`src/rtl/execute_mdu.sv`:
```
// execute_mdu: iterative radix-2 multiply/divide unit with architectural HI/LO for the execute stage.
// The divider exists only when EXECUTE_MDU_DIV_EN is defined; otherwise DIV/DIVU behave as NOP.
module execute_mdu #(
    parameter int DW = 32,
    parameter int AW = 5
) (
    input  logic          i_clk,
    input  logic          i_nrst,
    input  logic          i_valid,
    input  logic [2:0]    i_con_op,
    input  logic [DW-1:0] i_data_a,
    input  logic [DW-1:0] i_data_b,
    input  logic [AW-1:0] i_addr_rd,
    input  logic          i_flush,
    output logic          o_stall,
    output logic          o_valid,
    output logic [DW-1:0] o_data_res,
    output logic [AW-1:0] o_addr_rd,
    output logic          o_con_regwrite,
    output logic [DW-1:0] o_hi,
    output logic [DW-1:0] o_lo
);
    localparam int CW = $clog2(DW + 1);

    typedef enum logic [1:0] {IDLE, BUSY, FIX} state_t;
    typedef enum logic [2:0] {
        OP_NOP, OP_MULT, OP_MULTU, OP_DIV, OP_DIVU, OP_MFHI, OP_MFLO, OP_MTLO
    } op_t;

    state_t        state;
    logic [CW-1:0] cnt;
    logic [DW-1:0] acc_hi;
    logic [DW-1:0] acc_lo;
    logic [DW-1:0] opnd;
    logic          neg_q;
`ifdef EXECUTE_MDU_DIV_EN
    logic          is_div;
    logic          neg_r;
    logic          div_zero;
    logic [DW:0]   div_shift;
    logic [DW:0]   div_trial;
`endif

    op_t           op;
    logic          op_active;
    logic          op_signed;
    logic          a_neg;
    logic          b_neg;
    logic [DW-1:0] a_mag;
    logic [DW-1:0] b_mag;
    logic [DW:0]   mul_sum;
    logic [DW-1:0] step_hi;
    logic [DW-1:0] step_lo;
    logic [2*DW-1:0] prod;
    logic [DW-1:0] fix_hi;
    logic [DW-1:0] fix_lo;

    always_comb begin
        op        = op_t'(i_con_op);
        op_signed = 1'b0;
        op_active = i_valid && (op != OP_NOP);
        case (op)
            OP_MULT: op_signed = 1'b1;
`ifdef EXECUTE_MDU_DIV_EN
            OP_DIV:  op_signed = 1'b1;
`else
            OP_DIV, OP_DIVU: op_active = 1'b0;
`endif
            default: ;
        endcase
        a_neg = op_signed && i_data_a[DW-1];
        b_neg = op_signed && i_data_b[DW-1];
        a_mag = a_neg ? -i_data_a : i_data_a;
        b_mag = b_neg ? -i_data_b : i_data_b;
    end

    assign o_stall = i_nrst && !i_flush && (state != IDLE) && op_active;

    // One iteration: multiply adds then shifts right; divide shifts left then trial-subtracts.
    always_comb begin
        mul_sum = {1'b0, acc_hi} + (acc_lo[0] ? {1'b0, opnd} : '0);
        step_hi = mul_sum[DW:1];
        step_lo = {mul_sum[0], acc_lo[DW-1:1]};
`ifdef EXECUTE_MDU_DIV_EN
        div_shift = {acc_hi, acc_lo[DW-1]};
        div_trial = div_shift - {1'b0, opnd};
        if (is_div) begin
            step_hi = div_trial[DW] ? div_shift[DW-1:0] : div_trial[DW-1:0];
            step_lo = {acc_lo[DW-2:0], ~div_trial[DW]};
        end
`endif
    end

    always_comb begin
        prod = {acc_hi, acc_lo};
        if (neg_q) begin
            prod = -prod;
        end
        fix_hi = prod[2*DW-1:DW];
        fix_lo = prod[DW-1:0];
`ifdef EXECUTE_MDU_DIV_EN
        // Divide by zero: quotient forced to all ones; remainder already equals the dividend.
        if (is_div) begin
            fix_lo = div_zero ? '1 : (neg_q ? -acc_lo : acc_lo);
            fix_hi = neg_r ? -acc_hi : acc_hi;
        end
`endif
    end

    always_ff @(posedge i_clk or negedge i_nrst) begin
        if (!i_nrst) begin
            state          <= IDLE;
            cnt            <= '0;
            acc_hi         <= '0;
            acc_lo         <= '0;
            opnd           <= '0;
            neg_q          <= 1'b0;
`ifdef EXECUTE_MDU_DIV_EN
            is_div         <= 1'b0;
            neg_r          <= 1'b0;
            div_zero       <= 1'b0;
`endif
            o_hi           <= '0;
            o_lo           <= '0;
            o_valid        <= 1'b0;
            o_data_res     <= '0;
            o_addr_rd      <= '0;
            o_con_regwrite <= 1'b0;
        end else begin
            o_valid        <= 1'b0;
            o_con_regwrite <= 1'b0;
            o_data_res     <= '0;
            o_addr_rd      <= '0;
            if (i_flush) begin
                state <= IDLE;
                cnt   <= '0;
            end else begin
                case (state)
                    IDLE: begin
                        if (i_valid) begin
                            case (op)
                                OP_MULT, OP_MULTU: begin
                                    acc_hi    <= '0;
                                    acc_lo    <= b_mag;
                                    opnd      <= a_mag;
                                    neg_q     <= a_neg ^ b_neg;
`ifdef EXECUTE_MDU_DIV_EN
                                    is_div    <= 1'b0;
`endif
                                    cnt       <= CW'(DW);
                                    state     <= BUSY;
                                    o_valid   <= 1'b1;
                                    o_addr_rd <= i_addr_rd;
                                end
`ifdef EXECUTE_MDU_DIV_EN
                                OP_DIV, OP_DIVU: begin
                                    acc_hi    <= '0;
                                    acc_lo    <= a_mag;
                                    opnd      <= b_mag;
                                    is_div    <= 1'b1;
                                    div_zero  <= (i_data_b == '0);
                                    neg_q     <= (a_neg ^ b_neg) && (i_data_b != '0);
                                    neg_r     <= a_neg;
                                    cnt       <= CW'(DW);
                                    state     <= BUSY;
                                    o_valid   <= 1'b1;
                                    o_addr_rd <= i_addr_rd;
                                end
`endif
                                OP_MFHI, OP_MFLO: begin
                                    o_valid        <= 1'b1;
                                    o_con_regwrite <= 1'b1;
                                    o_data_res     <= (op == OP_MFHI) ? o_hi : o_lo;
                                    o_addr_rd      <= i_addr_rd;
                                end
                                OP_MTLO: begin
                                    o_lo      <= i_data_a;
                                    o_valid   <= 1'b1;
                                    o_addr_rd <= i_addr_rd;
                                end
                                default: ;
                            endcase
                        end
                    end
                    BUSY: begin
                        acc_hi <= step_hi;
                        acc_lo <= step_lo;
                        cnt    <= cnt - CW'(1);
                        if (cnt == CW'(1)) begin
                            state <= FIX;
                        end
                    end
                    FIX: begin
                        o_hi  <= fix_hi;
                        o_lo  <= fix_lo;
                        state <= IDLE;
                    end
                    default: state <= IDLE;
                endcase
            end
        end
    end

endmodule

```
`config.mk`:
```
export PLATFORM = sky130hd
export DESIGN_NAME = execute_mdu
export DESIGN_NICKNAME = d
export VERILOG_FILES = /design/src/rtl/execute_mdu.sv
export SDC_FILE = /design/constraint.sdc
export NUM_CORES = 1
export LEC_CHECK = 0
export ABC_AREA = 1
export CORE_ASPECT_RATIO = 1.5
export CORE_MARGIN = 1.5
export CORE_UTILIZATION = 35
export DETAILED_ROUTE_END_ITERATION = 16
export HOLD_SLACK_MARGIN = 0.05
export PLACE_DENSITY_LB_ADDON = 0.08
export SLEW_MARGIN = 20
export SYNTH_ARGS = -nofsm -noshare
export SYNTH_HDL_FRONTEND = slang
export SYNTH_SLANG_ARGS = --single-unit
```
`constraint.sdc`:
```
create_clock -name i_clk -period 3.1 [get_ports i_clk]
set_input_delay 0.31 -clock i_clk [delete_from_list [all_inputs] [get_ports i_clk]]
set_output_delay 0.31 -clock i_clk [all_outputs]
set_load 0.01 [all_outputs]
```
==> results.env <==
CRITPATHKIND='register to register'
IO_PINS=180
NUMCLOCKSINKS=208
DRIVE_ABOVE_1_SHARE_PCT=4.05
PLACE.PORT_BUFFERS=179
SWITCHING_SHARE_PCT=43.5
WORST_MARGIN_SLEW_NS=0.839
FILLER_CELL_COUNT=4688
POWER_DENSITY_nW_PER_UM2=686
DESIGN.FINAL.NETS=2767
REGAREA_SQ_UM=5210
POWER.SHARE.CLOCK_PCT=23.7
CTS_BUFFER_DEPTH=3
FIRST_PASS_ITERS=5
STARTPOINT_TYPE='register'
TIMING.CRITICAL_PATH.MODE_CELL='sky130_fd_sc_hd__nand2_1'
INITIAL_UTILIZATION_PCT=35.3
MET1WIRELENGTH_MM=24.6
SEQ_POWER_SHARE_PCT=35.5
TIMING.HOLD.WORST.CLASS='primary input to async pin'
GRT_SETUP_UNREPAIRED='no'
CTS.REPORTEDPATHS.CLKPINSLEW_NS=0.06
CRIT_PATH_MAX_INCR_DELAY_NS=0.50
NUMBER_OF_FLOPS_MAPPED_TO_ENABLE_CELLS_BY_YOSYS=0
POSTROUTEWIRELENGTH_MM=66.1
SYN_AVG_CELL_AREA_SQ_UM=6.17
CTS_HOLD_BUF=1
SLEW_HEADROOM_PCT=43.6
CELLINTERNALPOWER_uW=7230
YS_SEQ_ELEMENTS=208
FIN_SKEW_NS=0.0257
GLOBALROUTE.TOTALOVERFLOW=0
NETSWITCHINGPOWER_uW=5560
IR_WORST_VDD_uV=447
DIE_H_UM=260
SYN-NUM-NETS=2613
GRT_USE_TOTAL_PCT=29.2
SYN_AREA_SQ_UM=15400
MULTI_INPUT_AREA_SQ_UM=8710
SETUP_VIOL=0
SYNTH_SEQUENTIAL_AREA_RATIO_PCT=33.8
ROUTE.DETAILED.DRC=0
MET3WIRELENGTH_MM=2.69
DETAILROUTE.WIRELENGTH.MET2_MM=34.3
CTS_MAX_LEVEL=1
VIA_PER_INSTANCE_RATIO=5.19
GRT_ANTENNA_BEFORE_REPAIR=2
VIAS_IN_THE_FIRST_GLOBAL_ROUTE=16500
SYNTH_WARNINGS=0
LAYOUT_MIN_CYCLE_TIME_NS=2.67
CLKLATENCYLATEPIN_NS=0.56
DIE-AREA_SQ_UM=45300
FLOORPLAN.CORE_AREA_SQ_UM=43600
CTS_POST_SETUP_BUFFERS_INSERTED=0
CORE.ROWCOUNT=94
ROUTE.DETAILED.WL_PER_INST_UM=20.4
CRIT_FANOUT=29
TOTALNEGATIVESETUPSLACK_NS=0
CTS_MADE_BUFFERS=24
TOP_SIGNAL_LAYER_USED='met4'
SYNTH_CELLS=2499
FINAL_HOLD_VIOLATING_ENDPOINTS=0
TRITONCTS='built'
CP_DATA_ARRIVAL_TIME_NS=3.10
AREA_GROWTH_PCT=21.0
SYNTH.LIB_CELLS_USED.DISTINCT=43
P_TOTAL_uW=12800
FINAL_MAX_SLEW_VIOL_COUNT=0
CAP_VIOLATIONS=0
DRT.ANTENNA.VIOLATING_NETS=0
FINALWEIGHTEDCONGESTION=0.989
SYNTH_FF_TYPE='sky130_fd_sc_hd__dfrtp_1'
CRIT_PATH_CELL_TRACE='buf_12, nand2_1, inv_1, ha_1, nand2_1, nor2_1, and3_1, nand2_1, nand2_1, nand2_1, nand2_1, nand2_1, nand3_1, nand2_1'
STATUS='completed'
SYNTH-ASYNC-RESET-RATIO_PCT=100
POSTCTSRESIZEDCELLS=0
CRIT_PATH_TOP_DELAY_CELL='sky130_fd_sc_hd__dfrtp_1'
GRT_FIRST_PASS_WIRELENGTH_MM=99.8
WORST-PATH-BUF-INV=2
TIMING.CRITICAL_PATH.REQUIRED_NS=3.53
PLACE_HPWL_MM=53.2
ROOT_BUFFER_SELECTED_BY_CTS='sky130_fd_sc_hd__clkbuf_16'
DIE_WIDTH_UM=174
INITIALDRTVIOLATIONCOUNT=1243
MAX_CLOCK_FREQ_MHz=375
PWR-SHARE-COMB_PCT=40.8
ENDPOINT_KIND='register'
FINAL_MIN_PERIOD_OVER_CLOCK_PERIOD_PCT=86.1
GRT_MAX_DEGREE=118
CRIT_FAMILY='simple AND/OR/NAND/NOR gates'
TOTAL_LEAKAGE_POWER_uW=0.00958
VIAS=16900
==> layout by cell type (no fill, tap or decap), drive strengths merged <==
master	n
dlygate4sd3	1
or2	2
o31ai	2
clkbuf	31
fa	1
buf	28
a21boi	2
a21oi	127
a22oi	2
o21ai	127
bufinv	3
o21a	1
nor4	5
o211ai	14
inv	302
xnor2	10
nor2	309
diode	2
o2111ai	1
o221ai	6
o21bai	5
nand2	944
clkinv	7
clkinvlp	1
dfrtp	208
o32ai	1
nand3b	8
nand4	36
nand3	206
ha	37
o22ai	12
a32o	1
and3	1
xor2	24
clkdlybuf4s50	178
a31oi	7
nor3	16
and2	3
==> cell type report <==
| cell class | count | area share, % |
|---|---|---|
| diodes | 2 | 0.0268 |
| repair buffers | 207 | 11.1 |
| inverters | 302 | 6.08 |
| well taps | 576 | 3.86 |
| multi-input cells | 1910 | 46.7 |
| clock inverters | 11 | 0.832 |
| clock buffers | 31 | 3.52 |
| flip-flops and latches | 208 | 27.9 |
==> per-layer routing <==
layer | global-route usage, % | vias up
met4 | 18.3 | 0
met3 | 2.44 | 157
met5 | 0 | -
met1 | 31.6 | 7936
met2 | 54.5 | 534
li1 | - | 8237
==> per-stage QoR <==
stage          setup slack, ns  std cells  instance area, sq um  util [%]  hold WS, ns
6_report                 0.430       3247                 18700      42.8        0.232
4_1_cts                  0.408       3245                 18700      42.7        0.237
5_1_grt                  0.172       3247                 18700      42.8        0.243
2_1_floorplan            0.764       2499                 15400         -       0.0144
3_5_place_dp             0.437       3202                 17800      40.9        0.216
3_3_place_gp             0.461       3202                 17800      40.9        0.215
==> flip-flops by register name, indices dropped and copies added (netlist names), 2 cells and up <==
register,cells
o_hi,32
o_addr_rd,5
opnd,32
o_data_res,32
state,2
o_lo,32
cnt,6
acc_hi,32
acc_lo,32
==> Yosys cell counts (all sizes together) (12+ instances only) <==
cell type,count,share of area [%]
a21oi,127,4.1
buf,36,1.4
clkbuf,43,1.0
dfrtp,208,34
ha,37,3.0
inv,301,7.3
nand2,944,23
nand3,206,6.7
nand4,36,1.5
nor2,309,7.8
nor3,16,0.52
o211ai,14,0.68
o21ai,127,4.3
o22ai,12,0.49
xor2,24,1.4
==> cells by family (layout without fill, tap and decap cells) <==
logic type / count (synthesis) / after routing / share of synthesized area, %
AND/OR/NAND/NOR: 1530 / 1530 / 40.4
buffers and inverters: 381 / 551 / 9.81
flip-flops: 208 / 208 / 33.8
AO/OA/AOI/OAI: 308 / 308 / 10.9
other: 0 / 2 / 0
adder cells (fa/ha/maj): 38 / 38 / 3.13
XOR/XNOR: 34 / 34 / 1.93
==> path summary, 6_finish.rpt <==
path	start	endpoint	slack, ns	cells past startpoint
max in group asynchronous	i_nrst	o_hi[8]	1.73	3
min	i_nrst	acc_hi[19]	0.23	2
max	acc_lo[0]	acc_hi[28]	0.43	14
min in group i_clk	i_addr_rd[2]	o_addr_rd[2]	0.27	3
max reg2reg	acc_lo[0]	acc_hi[28]	0.43	14
min reg2reg	opnd[29]	opnd[29]	0.50	2
==> power by group through the flow <==
stage,clock network [uW],logic (uW),registers (uW)
after global placement,0,5160,4580
after CTS,3100,5210,4530
after global routing,3200,5830,4620
after floorplan,0,3040,4220
final,3030,5220,4540
after detailed placement,0,5190,4560
No activity file was read; power rests on OpenSTA's default activity.
==> RTL edit: new RTL, same settings <==
Set the parameter `DW` to 16 (it was 32).
--- a/src/rtl/execute_mdu.sv
+++ b/src/rtl/execute_mdu.sv
@@ -2,5 +2,5 @@
 // The divider exists only when EXECUTE_MDU_DIV_EN is defined; otherwise DIV/DIVU behave as NOP.
 module execute_mdu #(
-    parameter int DW = 32,
+    parameter int DW = 16,
     parameter int AW = 5
 ) (
Ports: changed (5 resized); port bits go from 180 to 100. The function was not compared with the original's and may differ.
==> RTL edit against the unedited design <==
- clock skew fell by 0.0063 ns
- die area fell by 51%
- core utilization fell by 0.16 points
- wire length fell by 64%
- cell count fell by 56%
- cell area fell by 52%
- sequential share of layout area rose by 3.3 points
- worst setup slack improved by 0.31 ns
- largest power group unchanged
- sequential cell count fell by 97
- synthesized area fell by 52%
- total power fell by 53%
- count of clock-buffer cells in the layout fell by 22
- hold slack got worse by 0.14 ns
==> RTL edit: results (changes against the unedited design) <==
metric,value,unit,change
outcome,completed,,
diodes,0,,-2
met3_length,957,µm,-64%
clk_pin_slew,0.09,ns,+0.03 ns
drt_iter0_drc,425,,-66%
core,20900,µm²,-52%
clk_latency,0.37,ns,-0.19 ns
slowest_delay,0.53,ns,+0.03 ns
gp_congestion,0.886,,-10%
met3_usage,2.75,%,+0.30 points
endpoint,acc_hi[13]$_DFFE_PN0P_,,
seq_area_frac_synth,37.4,%,+3.7 points
r2r_slack,0.74,ns,+0.31 ns
seq_share,31.2,%,+3.3 points
cts-buffers-inserted,9,,-63%
final_util,42.6,%,-0.16 points
vias,7150,,-58%
cts_buffer_depth,2,,-1
r2r-start,acc_lo[0]$_DFFE_PN0P_,,
ir_drop,302,µV,-32%
finalNetCount,1221,,-56%
grtUsageMet2,40.3,%,-14 points
syn_area_per_cell,6.94,µm²,+12%
finalCritPeriodShare,76.0,%,-10 points
grt_usage,22.7,%,-6.5 points
grt_max_degree,112,,-5.1%
cts_sinks,111,,-47%
cts_htree_levels,3,,+2
wl_met1,10.1,mm,-59%
yosys-top-cells-count,"339 x nand2_1, 111 x dfrtp_1, 105 x inv_1",,
hold_ws,0.0931,ns,-0.139 ns
dr_wl_met2,12.4,mm,-64%
synth_cell_type_count,44,,+2.3%
worstPathArrival,2.62,ns,-0.48 ns
place_worst_setup_slack,0.649,ns,+0.212 ns
wirelength,24.1,mm,-64%
dp_hpwl,18.9,mm,-65%
multi_input_comb_cells,808,,-58%
synth_nets,1135,,-57%
drive_gt1_share,6.03,%,+2.0 points
met1_usage,28.0,%,-3.6 points
routed_via_density,5.01,,-3.6%
nNonClkBuffers,107,,-48%
clockNetworkAreaShare,3.43,%,-0.92 points
placed_area,8600,µm²,-52%
dp.cells,1412,,-56%
slew_headroom,51.0,%,+7.3 points
grt_pass1_wl,38.3,mm,-62%
RTL edit: changes by cell type in the layout (fill, tap and decap cells not counted), moves of 17 or more:
cell | unedited run | this run
dfrtp_1 | 207 | 111
a21oi_1 | 127 | 65
nand3_1 | 204 | 97
clkdlybuf4s50_1 | 178 | 98
o21ai_0 | 63 | 44
inv_1 | 290 | 105
o21ai_1 | 58 | 24
nand4_1 | 36 | 19
nand2_1 | 937 | 339
nor2_1 | 296 | 104
RTL edit: logic make-up after synthesis:
| kind of cell | share of synthesized area (%) |
|---|---|
| and+or+nand+nor | 35.3 |
| AOI/OAI and AO/OA | 12.3 |
| buffers and inverters | 8.89 |
| DFF | 37.4 |
| adders and majority gates | 3.81 |
| xor gates and xnor gates | 2.24 |
RTL edit: power breakdown:
part           internal, mW  switching [mW]
Clock                 0.583           0.645
Sequential             1.83           0.460
Combinational          1.04            1.47
Total                  3.45            2.57
